$ cat src/rtl/lfu_repl_n.sv
// lfu_repl_n: least-frequently-used replacement victim selector.
// Keeps a saturating access counter per buffer and, on request, scans all
// counters one per cycle to pick the lowest count (ties go to the lowest
// index), then clears the chosen buffer's counter.
// Optional feature: define LFU_AGING_EN to halve all counters instead of
// saturating when a referenced counter is already at its maximum.
module lfu_repl_n #(
    parameter int NUM_BUF = 4,
    parameter int CNT_W   = 4
) (
    input  logic                       clk,
    input  logic                       rst,
    input  logic                       ref_valid,
    input  logic [$clog2(NUM_BUF)-1:0] ref_buf_numbr,
    input  logic                       new_buf_req,
    output logic                       busy,
    output logic [$clog2(NUM_BUF)-1:0] buf_num_replc,
    output logic                       replc_valid
);

    localparam int IDX_W = $clog2(NUM_BUF);
    localparam logic [CNT_W-1:0] CNT_MAX  = '1;
    localparam logic [IDX_W-1:0] LAST_IDX = IDX_W'(NUM_BUF - 1);
`ifdef LFU_AGING_EN
    localparam logic [CNT_W-1:0] AGED_REF = (CNT_MAX >> 1) + 1'b1;
`endif

    typedef enum logic [1:0] {
        IDLE = 2'd0,
        SCAN = 2'd1,
        DONE = 2'd2
    } state_t;

    state_t           state_q;
    state_t           state_d;
    logic [CNT_W-1:0] cnt [NUM_BUF];
    logic [IDX_W-1:0] best_idx;
    logic [IDX_W-1:0] scan_idx;
    logic [CNT_W-1:0] best_cnt;
    logic             ref_sat;
    logic             scan_less;
    logic [CNT_W-1:0] scan_pick;

    // A reference hitting a counter that is already at its maximum.
    assign ref_sat   = ref_valid && (cnt[ref_buf_numbr] == CNT_MAX);
    assign scan_less = cnt[scan_idx] < best_cnt;
    assign scan_pick = scan_less ? cnt[scan_idx] : best_cnt;
    assign busy      = (state_q != IDLE);

    // State register.
    always_ff @(posedge clk) begin
        if (rst) state_q <= IDLE;
        else     state_q <= state_d;
    end

    // Next-state: accept in IDLE, walk every index in SCAN, one DONE cycle.
    always_comb begin
        state_d = state_q;
        case (state_q)
            IDLE:    if (new_buf_req) state_d = SCAN;
            SCAN:    if (scan_idx == LAST_IDX) state_d = DONE;
            DONE:    state_d = IDLE;
            default: state_d = IDLE;
        endcase
    end

    // Running minimum search; strict less-than keeps the lowest index on ties.
    always_ff @(posedge clk) begin
        if (rst) begin
            best_idx <= '0;
            best_cnt <= '0;
            scan_idx <= '0;
        end else begin
            case (state_q)
                IDLE: begin
                    if (new_buf_req) begin
                        best_idx <= '0;
                        best_cnt <= cnt[0];
                        scan_idx <= IDX_W'(1);
                    end
                end
                SCAN: begin
                    if (scan_less) best_idx <= scan_idx;
`ifdef LFU_AGING_EN
                    best_cnt <= ref_sat ? (scan_pick >> 1) : scan_pick;
`else
                    best_cnt <= scan_pick;
`endif
                    if (scan_idx != LAST_IDX) scan_idx <= scan_idx + 1'b1;
                end
                default: ;
            endcase
        end
    end

    // Publish the victim and pulse valid for the single DONE cycle.
    always_ff @(posedge clk) begin
        if (rst) begin
            buf_num_replc <= '0;
            replc_valid   <= 1'b0;
        end else begin
            replc_valid <= (state_q == DONE);
            if (state_q == DONE) buf_num_replc <= best_idx;
        end
    end

    // Access counters; the victim clear is last so it beats a same-cycle reference.
    always_ff @(posedge clk) begin
        if (rst) begin
            for (int i = 0; i < NUM_BUF; i++) cnt[i] <= '0;
        end else begin
            if (ref_valid) begin
`ifdef LFU_AGING_EN
                if (ref_sat) begin
                    for (int i = 0; i < NUM_BUF; i++) cnt[i] <= cnt[i] >> 1;
                    cnt[ref_buf_numbr] <= AGED_REF;
                end else begin
                    cnt[ref_buf_numbr] <= cnt[ref_buf_numbr] + 1'b1;
                end
`else
                if (!ref_sat) cnt[ref_buf_numbr] <= cnt[ref_buf_numbr] + 1'b1;
`endif
            end
            if (state_q == DONE) cnt[best_idx] <= '0;
        end
    end

endmodule

$ cat config.mk
export PLATFORM = sky130hd
export DESIGN_NAME = lfu_repl_n
export DESIGN_NICKNAME = d
export VERILOG_FILES = /design/src/rtl/lfu_repl_n.sv
export SDC_FILE = /design/constraint.sdc
export NUM_CORES = 1
export LEC_CHECK = 0
export BUFFER_PORTS_ARGS = -buffer_cell sky130_fd_sc_hd__buf_2
export CORE_ASPECT_RATIO = 1.2
export CORE_MARGIN = 1
export CORE_UTILIZATION = 30
export DETAILED_ROUTE_END_ITERATION = 10
export SYNTH_ARGS = -nofsm -noshare
export SYNTH_HDL_FRONTEND = slang
export SYNTH_SLANG_ARGS = --single-unit
$ cat constraint.sdc
create_clock -name clk -period 8.7 [get_ports clk]
set_input_delay 1.305 -clock clk [delete_from_list [all_inputs] [get_ports clk]]
set_output_delay 1.305 -clock clk [all_outputs]
set_load 0.005 [all_outputs]
==> impl_results.md <==
- Hold path cells: 2
- EDFF count, synth: 0
- GRT Total Usage: 13.4%
- Final nets: 203
- Drt total wl: 3.73 mm
- Layout area overhead: 10.4%
- Synth Register Bits: 31
- Final setup fails: 0
- DR vias/cell: 5.38
- Power Total: 0.000307 W
- Clock slew at reported path FFs: 0.06 ns
- Port Buffers: 9
- Non-filler instance count after layout: 255
- Pwr Density: 161 nW/µm²
- Fmax: 0.261 GHz
- Met3 WL: 153 µm
- Syn Inst Count: 183
- Ys Warns: 0
- Clk root buf: clkbuf_8
- Setup TNS: 0 ns
- Number of global-route vias before repair: 1295
- CTS Hold Bufs: 0
- Overflow after GRT: 0
- RSZ-0062 raised after global routing: false
- Clock latency on the worst-skew pair: 0.29 ns
- Post-route minimum period: 3.83 ns
- Detailed Route Iter0 Violations: 89
- Nature of the critical path startpoint: input pin
- Cells after DPL: 247
- CP max-delay cell: a2111oi_4
- Slew headroom: 47.7%
- Top sig layer: met4
- Worst r2r path cells: 9
- Syn Area/Cell: 9.42 µm²
- Syn Std Cell Area: 1720 µm²
- Hold Path Sink: buf_num_replc[1]$_SDFFE_PP0P_
- Fin Clk Skew: 0.00833 ns
- Worst slew pin tran: 0.777 ns
- Pleak: 0.733 nW
- WP data required: 8.92 ns
- Num CTS Buffers: 5
- Final hold viol count: 0
- Reg-to-Reg End: cnt[2][0]$_SDFFE_PP0P_
- Cell Rows: 29
- Most used DFF post-synth: dfxtp_1
- Async SR Flop Fraction: 0%
- CTS H-tree depth: 2
- Crit Path Max Fanout: 14
- Slew Viols, Final: 0
- Post-CTS setup buffers: 0
- WS Path Type: input pin to register
- DIE HEIGHT: 85.0 µm
- Critical Path End Type: register
- # IOs: 10
- Antenna cells: 0
- Critical path arrival: 4.06 ns
- Final period util: 44.1%
- Drt pass-1 iters: 5
- Largest net degree at the start of global routing: 32
- Initial antenna violation count: 0
- Seq/Total Area, Yosys: 36.0%
- Worst VDD drop: 0.109 mV
- ANT nets after route: 0
- Min-Delay Startpoint: buf_num_replc[1]$_SDFFE_PP0P_
- Hold crit path type: register to register
- DRC viols: 0
- Number of distinct library cells after synthesis: 41
- Core ar.: 5410 µm²
- Initial Util: 31.9%
- Layout cells sized above 1: 17.6%
- Routed WL per cell: 14.6 µm
- Sink Count: 31
- CP Cell Sequence: buf_2 -> mux2_2 -> a21oi_1 -> inv_1 -> ha_1 -> and2_1 -> a22o_1 -> a2111oi_4 -> mux2_1 -> nor2_1
- PostCTS Resize Cnt: 0
- Post-Synthesis Net Count: 194
- Final Hold Slack: 0.494 ns
- Met1 WL: 1.61 mm
- First-pass GRT wire length: 6.31 mm
- CTS tree: built
- Post-DP HPWL: 2.71 mm
- Max cap viols: 0
- Floorplan die width: 71.2 µm
- Status: finished, final reports clean
- Clock Path Buffers: 2
- DR WL met2: 1.86 mm
- Die ar.: 6060 µm²
- CP max stage delay: 0.51 ns
- Gp weighted congestion: 0.894
- R2R Path Start: cnt[2][0]$_SDFFE_PP0P_
- Via count: 1372
- Reg-to-reg slack, setup: 5.95 ns
==> flip-flops by register name (all words and copies together) (netlist names), named ones only <==
signal         flops
best_cnt           4
best_idx           2
buf_num_replc      2
cnt               16
replc_valid        1
scan_idx           2
state_q            2
==> cells by family (layout without fill, tap and decap cells) <==
kind of cell	Yosys count	after routing	share of synthesized area, %
compound gates	42	42	17.9
flops	31	31	36.0
simple gates	69	69	21.2
fa+ha+maj	5	5	3.63
xor+xnor	2	2	1.02
buf+inv	14	24	3.19
mux	20	20	17.1
==> routing by layer <==
layer	global-route usage, %	vias to the layer above
li1	-	687
met1	16.7	648
met2	21.6	29
met3	3.21	8
met4	6.55	0
met5	0	-
==> layout by cell type (no fill, tap or decap), types with 2 or more instances in the layout <==
| cell type | synthesis | layout |
|---|---|---|
| dfxtp_1 | 31 | 31 |
| nor2_1 | 20 | 20 |
| a21oi_1 | 19 | 19 |
| nand2_1 | 15 | 15 |
| buf_2 | 2 | 9 |
| mux2i_1 | 8 | 8 |
| mux4_2 | 7 | 7 |
| inv_1 | 7 | 7 |
| nand2b_1 | 6 | 6 |
| a211oi_1 | 6 | 6 |
| nand3_1 | 5 | 5 |
| ha_1 | 5 | 5 |
| clkbuf_8 | 0 | 5 |
| mux2_2 | 4 | 4 |
| nor2b_1 | 4 | 4 |
| a22oi_1 | 4 | 4 |
| or3b_1 | 4 | 4 |
| nand3b_1 | 3 | 3 |
| or3b_2 | 3 | 3 |
| a22o_1 | 2 | 2 |
| and3_1 | 2 | 2 |
| o21ai_0 | 2 | 2 |
| a41oi_1 | 2 | 2 |
==> area by class of cell <==
class	instances	area, µm²
Inverter	7	26.3
Tap cell	62	77.6
Timing Repair Buffer	9	45.0
Clock buffer	6	72.6
Sequential cell	31	621
Fill cell	545	3500
Clock inverter	2	12.5
Multi-Input combinational cell	138	1050
==> cells in the mapped netlist, types with 2 or more instances <==
cell type	instances	area share (%)
dfxtp_1	31	36
inv_1	7	1.5
a21oi_1	19	5.5
a211oi_1	6	2.6
nor2b_1	4	1.5
or3b_1	4	2.0
buf_2	2	0.58
nor2_1	20	4.4
nand3_1	5	1.5
ha_1	5	3.6
or3b_2	3	1.5
nand3b_1	3	1.3
nand2b_1	6	2.2
mux4_2	7	9.1
nand2_1	15	3.3
a22oi_1	4	1.7
a41oi_1	2	1.0
o21ai_0	2	0.58
buf_1	2	0.44
clkbuf_1	3	0.65
mux2_2	4	2.6
and3_1	2	0.73
a22o_1	2	1.0
mux2i_1	8	4.6
==> power by group <==
part           leakage [nW]  internal (W)  switching (W)
Clock                0.0412     0.0000558      0.0000545
Sequential            0.252      0.000149     0.00000661
Combinational         0.440     0.0000182      0.0000234
Total                 0.733      0.000223      0.0000845
==> worst max path at each step <==
stage	from	end	depth (start not counted)
floorplan	ref_buf_numbr[1]	cnt[2][0]$_SDFFE_PP0P_	8
global placement	ref_buf_numbr[0]	cnt[2][0]$_SDFFE_PP0P_	10
detailed placement	ref_buf_numbr[0]	cnt[2][0]$_SDFFE_PP0P_	10
CTS	ref_buf_numbr[0]	cnt[2][0]$_SDFFE_PP0P_	10
global route	ref_buf_numbr[0]	cnt[2][0]$_SDFFE_PP0P_	10
finish	ref_buf_numbr[0]	cnt[2][0]$_SDFFE_PP0P_	10
==> critical path, delay by kind of cell <==
kind | cells | cell delay, ns
AND/OR/NAND/NOR | 2 | 0.29
multiplexers | 2 | 0.75
adder cells (fa/ha/maj) | 1 | 0.26
AO/OA/AOI/OAI | 3 | 1.08
buffers and inverters | 2 | 0.38
==> per-stage QoR <==
| stage | util (%) | worst slack (ns) | cell area, µm² |
|---|---|---|---|
| after floorplan | - | 5.00 | 1720 |
| after global placement | 33.6 | 4.67 | 1820 |
| after detailed placement | 33.6 | 4.60 | 1820 |
| after CTS | 35.2 | 4.89 | 1900 |
| after global routing | 35.2 | 4.64 | 1900 |
| final | 35.2 | 4.87 | 1900 |
No activity file was read; power rests on OpenSTA's default activity.
